--- config.mk ---
export PLATFORM = sky130hd
export DESIGN_NAME = tour_seq
export DESIGN_NICKNAME = d
export VERILOG_FILES = /design/src/rtl/tour_seq.sv
export SDC_FILE = /design/constraint.sdc
export NUM_CORES = 1
export LEC_CHECK = 0
export ABC_AREA = 1
export BUFFER_PORTS_ARGS = -buffer_cell sky130_fd_sc_hd__buf_4
export CORE_MARGIN = 5
export CORE_UTILIZATION = 40
export DETAILED_ROUTE_END_ITERATION = 12
export GPL_TIMING_DRIVEN = 0
export HOLD_SLACK_MARGIN = 0.15
export PLACE_DENSITY = 0.8
export SLEW_MARGIN = 25
export SYNTH_ARGS = -nofsm -noshare
export SYNTH_HDL_FRONTEND = slang
export SYNTH_SLANG_ARGS = --single-unit
export TNS_END_PERCENT = 10
--- constraint.sdc ---
create_clock -name clk -period 2.3 [get_ports clk]
set_input_delay 0.345 -clock clk [delete_from_list [all_inputs] [get_ports clk]]
set_output_delay 0.345 -clock clk [all_outputs]
set_load 0.02 [all_outputs]
--- src/rtl/tour_seq.sv ---
// Knight's-tour command sequencer: replays solved moves as two-leg cmd_proc commands.
// Optional define TOUR_ABORT_EN lets a UART command abort a running tour.
module tour_seq #(
   parameter int NUM_MOVES = 24,
   parameter int IDX_W     = $clog2(NUM_MOVES),
   parameter bit X_FIRST   = 1'b0
) (
   input  logic             clk,
   input  logic             rst_n,
   input  logic             start_tour,
   input  logic [7:0]       move,
   output logic [IDX_W-1:0] mv_indx,
   input  logic [15:0]      cmd_UART,
   input  logic             cmd_rdy_UART,
   output logic [15:0]      cmd,
   output logic             cmd_rdy,
   input  logic             clr_cmd_rdy,
   input  logic             send_resp,
   output logic [7:0]       resp,
   output logic             tour_busy,
   output logic             tour_done,
   output logic             move_err
);

   typedef enum logic [2:0] {IDLE, LEG1, HOLD1, LEG2, HOLD2} state_t;

   localparam logic [IDX_W-1:0] LAST_IDX = IDX_W'(NUM_MOVES - 1);

   state_t           state_q, state_d;
   logic [IDX_W-1:0] mv_indx_q, mv_indx_d;
   logic             move_err_q, move_err_d;
   logic             tour_done_q, tour_done_d;
   logic             abort_pend;
   logic             move_ok;
   logic             last_move;
   logic [15:0]      y_cmd, x_cmd, leg1_cmd, leg2_cmd;

   function automatic logic [15:0] y_leg(input logic [7:0] m);
      case (m)
         8'h01, 8'h02: y_leg = 16'h4002;
         8'h04, 8'h80: y_leg = 16'h4001;
         8'h10, 8'h20: y_leg = 16'h47F2;
         8'h08, 8'h40: y_leg = 16'h47F1;
         default:      y_leg = 16'h0000;
      endcase
   endfunction

   function automatic logic [15:0] x_leg(input logic [7:0] m);
      case (m)
         8'h40, 8'h80: x_leg = 16'h5BF2;
         8'h01, 8'h20: x_leg = 16'h5BF1;
         8'h04, 8'h08: x_leg = 16'h53F2;
         8'h02, 8'h10: x_leg = 16'h53F1;
         default:      x_leg = 16'h0000;
      endcase
   endfunction

   assign move_ok   = (move != 8'h00) && ((move & (move - 8'd1)) == 8'h00);
   assign last_move = (mv_indx_q == LAST_IDX);
   assign y_cmd     = y_leg(move);
   assign x_cmd     = x_leg(move);
   assign leg1_cmd  = X_FIRST ? x_cmd : y_cmd;
   assign leg2_cmd  = X_FIRST ? y_cmd : x_cmd;

   always_ff @(posedge clk or negedge rst_n) begin
      if (!rst_n) begin
         state_q     <= IDLE;
         mv_indx_q   <= '0;
         move_err_q  <= 1'b0;
         tour_done_q <= 1'b0;
      end else begin
         state_q     <= state_d;
         mv_indx_q   <= mv_indx_d;
         move_err_q  <= move_err_d;
         tour_done_q <= tour_done_d;
      end
   end

`ifdef TOUR_ABORT_EN
   // Any UART traffic during a tour arms an abort taken at the next move boundary.
   logic abort_q, abort_d;

   always_comb begin
      abort_d = abort_q;
      if (state_q != IDLE && cmd_rdy_UART)
         abort_d = 1'b1;
      if (state_d == IDLE)
         abort_d = 1'b0;
   end

   always_ff @(posedge clk or negedge rst_n) begin
      if (!rst_n)
         abort_q <= 1'b0;
      else
         abort_q <= abort_d;
   end

   assign abort_pend = abort_q;
`else
   assign abort_pend = 1'b0;
`endif

   always_comb begin
      state_d     = state_q;
      mv_indx_d   = mv_indx_q;
      move_err_d  = move_err_q;
      tour_done_d = 1'b0;
      cmd         = cmd_UART;
      cmd_rdy     = 1'b0;
      case (state_q)
         IDLE: begin
            cmd       = cmd_UART;
            cmd_rdy   = cmd_rdy_UART;
            mv_indx_d = '0;
            if (start_tour) begin
               state_d    = LEG1;
               move_err_d = 1'b0;
            end
         end
         LEG1: begin
            cmd = leg1_cmd;
            if (!move_ok) begin
               move_err_d = 1'b1;
               mv_indx_d  = '0;
               state_d    = IDLE;
            end else begin
               cmd_rdy = 1'b1;
               if (clr_cmd_rdy)
                  state_d = HOLD1;
            end
         end
         HOLD1: begin
            cmd = leg1_cmd;
            if (send_resp)
               state_d = LEG2;
         end
         LEG2: begin
            cmd     = leg2_cmd;
            cmd_rdy = 1'b1;
            if (clr_cmd_rdy)
               state_d = HOLD2;
         end
         HOLD2: begin
            cmd = leg2_cmd;
            if (send_resp) begin
               if (last_move || abort_pend) begin
                  state_d     = IDLE;
                  mv_indx_d   = '0;
                  tour_done_d = !abort_pend;
               end else begin
                  state_d   = LEG1;
                  mv_indx_d = mv_indx_q + IDX_W'(1);
               end
            end
         end
         default: state_d = IDLE;
      endcase
   end

   // The final move reports "done" as soon as its first leg has been accepted.
   assign resp = ((state_q == IDLE) ||
                  (last_move && (state_q == HOLD1 || state_q == LEG2 || state_q == HOLD2)))
                 ? 8'hA5 : 8'h5A;

   assign mv_indx   = mv_indx_q;
   assign tour_busy = (state_q != IDLE);
   assign tour_done = tour_done_q;
   assign move_err  = move_err_q;

endmodule

# [Word level (Yosys, flattened, before mapping)]
# Index checks and enable logic that the tools add are counted.
[classes] reduce_logical=24 add_sub_neg=2 n_mux=24 eq_ne=19 bitwise_logic=1
[op_table] operator="15-bit one-hot mux with 4 select lines" n=2
[op_table] operator="16-bit one-hot mux with 2 select lines" n=1
[op_table] operator="2-bit OR reduction" n=10
[op_table] operator="3-bit two-way mux" n=6
[op_table] operator="5-bit two-way mux" n=3
[op_table] operator="3-bit one-hot mux with 5 select lines" n=1
[op_table] operator="5-bit one-hot mux with 3 select lines" n=1
[op_table] operator="2-bit != test (second input constant)" n=5
[op_table] operator="8-bit bitwise AND" n=1
[op_table] operator="8-bit by 1-bit equality test with 1-bit output (second input constant)" n=1
[op_table] operator="8-bit by 2-bit equality test with 1-bit output (second input constant)" n=1
[op_table] operator="8-bit by 3-bit equality test with 1-bit output (second input constant)" n=1
[op_table] operator="8-bit by 4-bit equality test with 1-bit output (second input constant)" n=1
[op_table] operator="8-bit by 5-bit equality test with 1-bit output (second input constant)" n=1
[op_table] operator="8-bit by 6-bit equality test with 1-bit output (second input constant)" n=1
[op_table] operator="8-bit by 7-bit equality test with 1-bit output (second input constant)" n=1
[op_table] operator="8-bit equality test (second input constant)" n=1
[op_table] operator="8-bit logical NOT" n=1
[op_table] operator="8-bit two-way mux" n=1
[op_table] operator="8-bit nonzero test" n=1
[op_table] operator="8-bit by 1-bit subtractor with 8-bit output (second input constant)" n=1
[op_table] operator="1-bit two-way mux" n=7
[op_table] operator="3-bit by 2-bit equality test with 1-bit output (second input constant)" n=2
[op_table] operator="3-bit AND reduction" n=2
[op_table] operator="13 further kinds" n=17
[totals] output_inout_bits=33 elab_cells=74 in_bits=30 reg_bits=10

# [Logic depth before layout (Yosys ltp)]
# Gate-level depths: netlist (run 1).
[depth] word_depth=6 ltp_mapped=11 mapped_depth_nobuf=11

# [Least setup slack after synthesis (run 1)]
# No wires, ideal clock.
[synth_timing] kind="register to output" startpoint="reg mv_indx_q[0], in the netlist mv_indx[0]" endpoint="out resp[3]" t_arrival_ns=2.386 stages_incl_launch_ff=10 n_path_buf=1 required_ns=1.955 setup_slack_ns=-0.431 cell_sequence="dfrtp_1 > ha_1 > nand2_1 > nor2_1 > inv_1 > nor2_1 > inv_1 > o21ai_0 > inv_1 > buf_4"
[synth_between] elab_chain_cells=4
[synth_lines] element="from (decl)" line_no="30" source="logic [IDX_W-1:0] mv_indx_q, mv_indx_d;"
[synth_lines] element="from (signal assigned)" line_no="73" source="mv_indx_q <= mv_indx_d;"
[synth_lines] element="5-bit equality test" line_no="59" source="assign last_move = (mv_indx_q == LAST_IDX);"
[synth_lines] element="1-bit logical AND" line_no="162" source="(last_move && (state_q == HOLD1 || state_q == LEG2 || state_q == HOLD2)))"
[synth_lines] element="1-bit logical OR" line_no="161" source="assign resp = ((state_q == IDLE) ||"
[synth_lines] element="8-bit two-way mux" line_no="163" source="? 8'hA5 : 8'h5A;"
[synth_lines] element="to (decl)" line_no="19" source="output logic [7:0] resp,"
# No other way between the ends.

# [Worst setup path after layout (run 1)]
[layout_timing] startpoint="reg mv_indx_q[1], in the netlist mv_indx[1]" endpoint="out resp[2]"
# Same word-level chain as after synthesis.

==> flow_summary.json, run 1 <==
{
  "area_delta_synth_final_pct": 49.1,
  "ys_seq_area_share_pct": 20.3,
  "final_core_util_pct": 61.3,
  "syn_area_mm2": 0.00123,
  "layout.nets": 313,
  "drt_pass1_iterations": 5,
  "setup_viol": 0,
  "final_common_cell": "buf_4",
  "track_usage_pct": 14.8,
  "gr-total-overflow": 0,
  "criticalPathCategory": "reg2out",
  "ir_drop_mv": 0.566,
  "regToRegSetupSlack_ns": 0.86,
  "dieWidth_um": 65.6,
  "synthDistinctLibCells": 24,
  "core_mm2": 0.00300,
  "dp_slack_ns": 0.272,
  "end_kind": "output pin",
  "place_congestion": 0.878,
  "cts-htree-levels": 1,
  "viasPerCell": 4.54,
  "drc_errors": 0,
  "syn_nets": 240,
  "hpwl_um": 2640,
  "power_leakage_nw": 1.06,
  "hold_viol": 0,
  "hold_path.class": "in2reg",
  "power_density_mw_per_mm2": 890,
  "syn_inst": 209,
  "slew_headroom_pct": 81.5,
  "min_path_cells": 3,
  "antenna_left": 0,
  "fin_crit_sh_pct": 97.1,
  "grt_max_degree": 11,
  "cts_buffer_depth": 2,
  "wire_per_inst_um": 10.4,
  "fin_skew_ns": 0.0157,
  "chipHeight_um": 65.6,
  "required_ns": 1.96,
  "initial_core_util_pct": 41.1,
  "vias": 1422,
  "grt_pass1_vias": 1231,
  "worst_pin_slew_ns": 0.274,
  "grt_setup_unrepaired": "yes",
  "wl_um": 3250,
  "dp_cells": 304,
  "post-route-min-period_ns": 2.23,
  "rows": 20,
  "antenna_found_initial": 0,
  "clock_latency_ns": 0.26,
  "final_cells": 313,
  "io_pins": 63,
  "clkTransAtPathRegs_ns": 0.07,
  "cp_data_arrival_time_ns": 1.89,
  "cts_root_buffer": "clkbuf_4",
  "layout_setup_ws_ns": 0.0661,
  "startpoint_type": "flop",
  "fmax_ghz": 0.448,
  "cts_buffers": 3,
  "layout_common_cells": "71 x buf_4, 67 x nand2_1, 26 x nor2_1",
  "drive_above_1_share_pct": 44.3,
  "io_buffers": 62,
  "ys_seq_elements": 10,
  "die_area_mm2": 0.00430,
  "drv_cap": 0,
  "finalMaxSlewViolations": 0,
  "ys_warn_count": 0,
  "path_max_fanout": 5,
  "outcome": "finished clean",
  "syn_avg_cell_area_um2": 5.91,
  "diodes": 0,
  "reg2reg_depth": 7,
  "cts_tree": "built",
  "first_iter_violations": 39,
  "cts_sinks": 10,
  "grt_pass1_wl_um": 5200
}
==> cell type report <==
type	count	area [um2]
buffer	7	52.6
inverter	33	124
fill	302	1160
multi-input combinational	159	827
timing repair buffer	68	524
sequential	10	250
clock buffer	3	22.5
tap	33	41.3
==> worst max-delay path, cell delays in order, from the launching register on <==
cell and delay, ns:
dfrtp_1 0.39, ha_2 0.22, nand2_2 0.06, nor2_1 0.10, inv_1 0.06, nor2_2 0.16, inv_2 0.08, o21ai_4 0.21
buf_4 0.14, buf_4 0.09, buf_4 0.13
==> sequential cells by signal (all words and copies together) (netlist names) <==
| signal | flops |
|---|---|
| mv_indx | 5 |
| state_q | 3 |
| move_err | 1 |
| tour_done | 1 |
==> power by group <==
part | internal, W | leakage, nW | switching [W] | total [W]
clock | 0.0000599 | 0.0138 | 0.0000534 | 0.000113
combinational | 0.000568 | 0.911 | 0.000744 | 0.00131
sequential | 0.000199 | 0.135 | 0.0000164 | 0.000215
total | 0.000826 | 1.06 | 0.000814 | 0.00164
==> Yosys cell counts <==
master | number | area, um2
a21oi_1 | 1 | 5.00
buf_4 | 7 | 52.6
dfrtp_1 | 10 | 250
ha_1 | 1 | 12.5
inv_1 | 24 | 90.1
inv_2 | 9 | 33.8
nand2_1 | 68 | 255
nand2_2 | 8 | 50.1
nand2_4 | 4 | 45.0
nand3_1 | 17 | 85.1
nand3_4 | 1 | 17.5
nand4_1 | 1 | 6.26
nor2_1 | 27 | 101
nor2_2 | 9 | 56.3
nor2_4 | 2 | 22.5
nor3_2 | 1 | 10.0
nor3_4 | 1 | 16.3
o2111a_1 | 1 | 11.3
o211ai_1 | 2 | 15.0
o21ai_0 | 5 | 25.0
o21ai_1 | 3 | 15.0
o21ai_2 | 5 | 43.8
or2_2 | 1 | 6.26
xor2_1 | 1 | 8.76
==> worst paths after layout <==
kind	endpoint	from
min in group asynchronous	tour_done	rst_n
setup / recovery	resp[2]	mv_indx[1]
max in group asynchronous	state_q[0]	rst_n
setup reg to reg	mv_indx[1]	state_q[1]
hold / removal	tour_done	send_resp
hold reg to reg	move_err	move_err
==> repair_timing <==
item	4_1_cts	5_1_grt
setup buffers	1	4
pin swaps	0	4
setup endpoints to repair	3	7
resized for setup	0	9
endpoints found under the hold margin	10	0
hold buffers	1	0
==> kinds of logic after synthesis <==
group                    Yosys count  share of synthesized area (%)
flip-flops                        10                           20.3
adder cells (fa/ha/maj)            1                           1.01
XOR/XNOR                           1                          0.709
AND/OR/NAND/NOR                  140                           54.4
buffers and inverters             40                           14.3
AO/OA/AOI/OAI                     17                           9.32
==> per-stage QoR <==
step	TNS, ns	instance area (um2)	power, W	hold slack (ns)
final	0	1840	0.00164	0.328
after global routing	-0.285	1840	0.00177	0.340
after CTS	0	1790	0.00158	0.326
after detailed placement	0	1750	0.00146	0.181
after global placement	0	1750	0.00145	0.179
after floorplan	0	1240	0.00101	0.0494
==> metal layers <==
metal	wire (um)	global-route usage [%]
met5	0	0
met1	1310	19.1
met2	1580	24.3
met4	36	3.89
met3	324	3.93
No activity file was read; power rests on OpenSTA's default activity.
==> run 2: changes to the inputs <==
--- a/config.mk
+++ b/config.mk
@@ -5,7 +5,6 @@
 export SDC_FILE = /design/constraint.sdc
 export NUM_CORES = 1
 export LEC_CHECK = 0
-export ABC_AREA = 1
 export BUFFER_PORTS_ARGS = -buffer_cell sky130_fd_sc_hd__buf_4
 export CORE_MARGIN = 5
 export CORE_UTILIZATION = 40
==> flow_summary.json, run 2 <==
{
  "path_max_fanout": 8,
  "antenna_found_initial": 0,
  "track_usage_pct": 17.7,
  "syn_inst": 157,
  "grtUsageMet2_pct": 30.2,
  "cp_data_arrival_time_ns": 1.94,
  "ir_drop_mv": 0.349,
  "p_int_w": 0.000536,
  "rows": 20,
  "place_congestion": 0.823,
  "slew_headroom_pct": 68.5,
  "ys_async_sr_fraction_pct": 100,
  "slowest_delay_ns": 0.56,
  "cts-htree-levels": 1,
  "final_cells": 259,
  "p_clk_share_pct": 17.5,
  "end_kind": "output pin",
  "synthDistinctLibCells": 52,
  "grt_setup_unrepaired": "yes",
  "reg2reg_depth": 5,
  "hold_path.class": "in2reg",
  "drv_cap": 0,
  "chipHeight_um": 65.3,
  "regToRegSetupSlack_ns": 0.79,
  "core_mm2": 0.00298,
  "use_met3_pct": 4.96,
  "fmax_ghz": 0.437,
  "power_density_mw_per_mm2": 487,
  "ys_warn_count": 0,
  "seqPwrFrac_pct": 21.7,
  "startpoint_type": "primary input",
  "dp_cells": 249,
  "syn_avg_cell_area_um2": 7.78,
  "worst_pin_slew_ns": 0.472,
  "ys_seq_elements": 10,
  "first_iter_violations": 85,
  "fin_skew_ns": 0.00463,
  "hold_start": "send_resp",
  "outcome": "finished clean",
  "initial_core_util_pct": 41.0,
  "final_cell_area_mm2": 0.00184,
  "use_met1_pct": 20.9,
  "power_leakage_nw": 0.866,
  "fin_tns_setup_ns": 0,
  "cts_buffer_depth": 2,
  "required_ns": 1.96,
  "viasPerCell": 5.69,
  "power_w": 0.000896,
  "slowest_stage": "or4_1",
  "synth_xor_area_share_pct": 4.30,
  "timing.rr.end": "move_err",
  "cts_sinks": 10,
  "cts_buffers": 3,
  "hpwl_um": 2840,
  "top_usage_layer": "met2",
  "path_common_cell": "buf_4",
  "nFillCells": 274,
  "die_area_mm2": 0.00426,
  "final_common_cell": "buf_4",
  "syn_nets": 188,
  "setup_viol": 0,
  "startpoint": "move[2]",
  "layout_common_cells": "71 x buf_4, 11 x nor2_1, 11 x nand2_1",
  "grt_pass1_vias": 1352,
  "cts_root_buffer": "clkbuf_4",
  "cp_num_cells": 6,
  "synth_top_area_share_pct": 20.5,
  "grt_max_degree": 11,
  "diodes": 0,
  "synth-compound-area-share_pct": 35.2,
  "wire_per_inst_um": 14.4,
  "synthMuxAreaShare_pct": 1.74,
  "cp-endpoint": "cmd[7]",
  "syn_area_mm2": 0.00122,
  "synth_largest_area_cell": "dfrtp_1",
  "synthSimpleGateAreaFrac_pct": 27.9,
  "synthAdderAreaFrac_pct": 1.02,
  "synth_top_flop_cell": "dfrtp_1",
  "path_buf_inv": 2,
  "synth_top_family_by_area": "compound AO/OA/AOI/OAI gates",
  "drive_above_1_share_pct": 45.6,
  "area_delta_synth_final_pct": 50.7,
  "wl_um": 3740,
  "layout_setup_ws_ns": 0.0128,
  "clock_latency_ns": 0.27,
  "io_buffers": 59,
  "place_area_mm2": 0.00171,
  "reg2reg_from": "state_q[0]",
  "swShare_pct": 40.1,
  "drc_errors": 0,
  "antenna_left": 0,
  "ys_seq_area_share_pct": 20.5,
  "p_comb_share_pct": 60.8,
  "synthTopCellsByCount": "11 x a21oi_1, 11 x nand2_1, 11 x nor2_1, 11 x o21ai_0, 10 x dfrtp_1",
  "synth_area_leaders": "dfrtp_1 20%, a21oi_1 4.5%, o21ai_0 4.5%",
  "fin_crit_sh_pct": 99.4,
  "critPathTopFamily": "compound AO/OA/AOI/OAI gates",
  "drt_pass1_iterations": 4,
  "post-route-min-period_ns": 2.29,
  "largest_register_ffs": 5,
  "dieWidth_um": 65.3,
  "clkTransAtPathRegs_ns": 0.06,
  "power.switching_w": 0.000359,
  "cts_tree": "built",
  "gr-total-overflow": 0,
  "vias": 1473,
  "dp_slack_ns": -0.0577,
  "criticalPathCategory": "in2out",
  "finalMaxSlewViolations": 0,
  "hold_viol": 0,
  "layout.nets": 258,
  "synth-edff-count": 0,
  "io_pins": 63,
  "grt_pass1_wl_um": 6040,
  "cp_cell_sequence": "buf_4 -> or4_1 -> a21oi_4 -> o21ai_4 -> a22oi_1 -> buf_4"
}
==> run 2: cell count changes after synthesis, moves of 7 or more <==
cell,delta
nand3_1,-15
inv_1,-19
nand2_2,-8
nand2_1,-57
a21oi_1,+10
nor2_2,-9
nor2_1,-16
inv_2,-8
a22oi_1,+7
==> run 2: power groups by stage <==
| stage | registers, W | logic (W) | clock network, W |
|---|---|---|---|
| after global placement | 0.000197 | 0.000497 | 0 |
| final | 0.000194 | 0.000545 | 0.000157 |
| after floorplan | 0.000204 | 0.000294 | 0 |
| after CTS | 0.000194 | 0.000521 | 0.000161 |
| after detailed placement | 0.000197 | 0.000501 | 0 |
| after global routing | 0.000196 | 0.000589 | 0.000171 |
==> run 2: cell type report <==
type	count	area (um2)	area share, %
multi-input combinational	124	888	48.3
buffer	16	104	5.64
timing repair buffer	66	498	27.1
inverter	6	22.5	1.22
tap	33	41.3	2.24
clock buffer	4	36.3	1.97
sequential	10	250	13.6
==> run 2: per-stage QoR <==
step	util (%)	hold slack, ns
detailed placement	57.5	0.176
global route	61.8	0.326
CTS	60.0	0.315
global placement	57.5	0.176
finish	61.8	0.324
floorplan	-	0.0494
==> run 2: worst min path at each step <==
| stage | endpoint | slack, ns | cells after the start |
|---|---|---|---|
| 2_1_floorplan | move_err | 0.05 | 0 |
| 3_3_place_gp | mv_indx[1] | 0.18 | 1 |
| 3_5_place_dp | mv_indx[1] | 0.18 | 1 |
| 4_1_cts | state_q[2] | 0.32 | 2 |
| 5_1_grt | state_q[2] | 0.33 | 2 |
| 6_report | state_q[2] | 0.32 | 2 |
==> run 2: metal layers <==
| layer | share of wire (%) | vias up |
|---|---|---|
| met5 | 0 | - |
| met4 | 1.8 | 0 |
| met3 | 8.3 | 6 |
| met2 | 49 | 59 |
| met1 | 41 | 675 |
| li1 | - | 733 |
==> run 2: logic make-up (layout without fill, tap and decap cells) <==
| logic type | count (synthesis) | in the layout |
|---|---|---|
| adder cells (fa/ha/maj) | 1 | 1 |
| AO/OA/AOI/OAI | 58 | 58 |
| flip-flops | 10 | 10 |
| XOR/XNOR | 6 | 6 |
| multiplexers | 2 | 2 |
| AND/OR/NAND/NOR | 57 | 57 |
| buffers and inverters | 23 | 92 |
==> run 2: timing repair <==
| action | in CTS | in global routing |
|---|---|---|
| hold buffers | 1 | 0 |
| hold endpoints to repair | 10 | 0 |
| setup buffers | 2 | 4 |
| pin swaps | 1 | 4 |
| resized for setup | 7 | 9 |
| setup endpoints to repair | 15 | 20 |
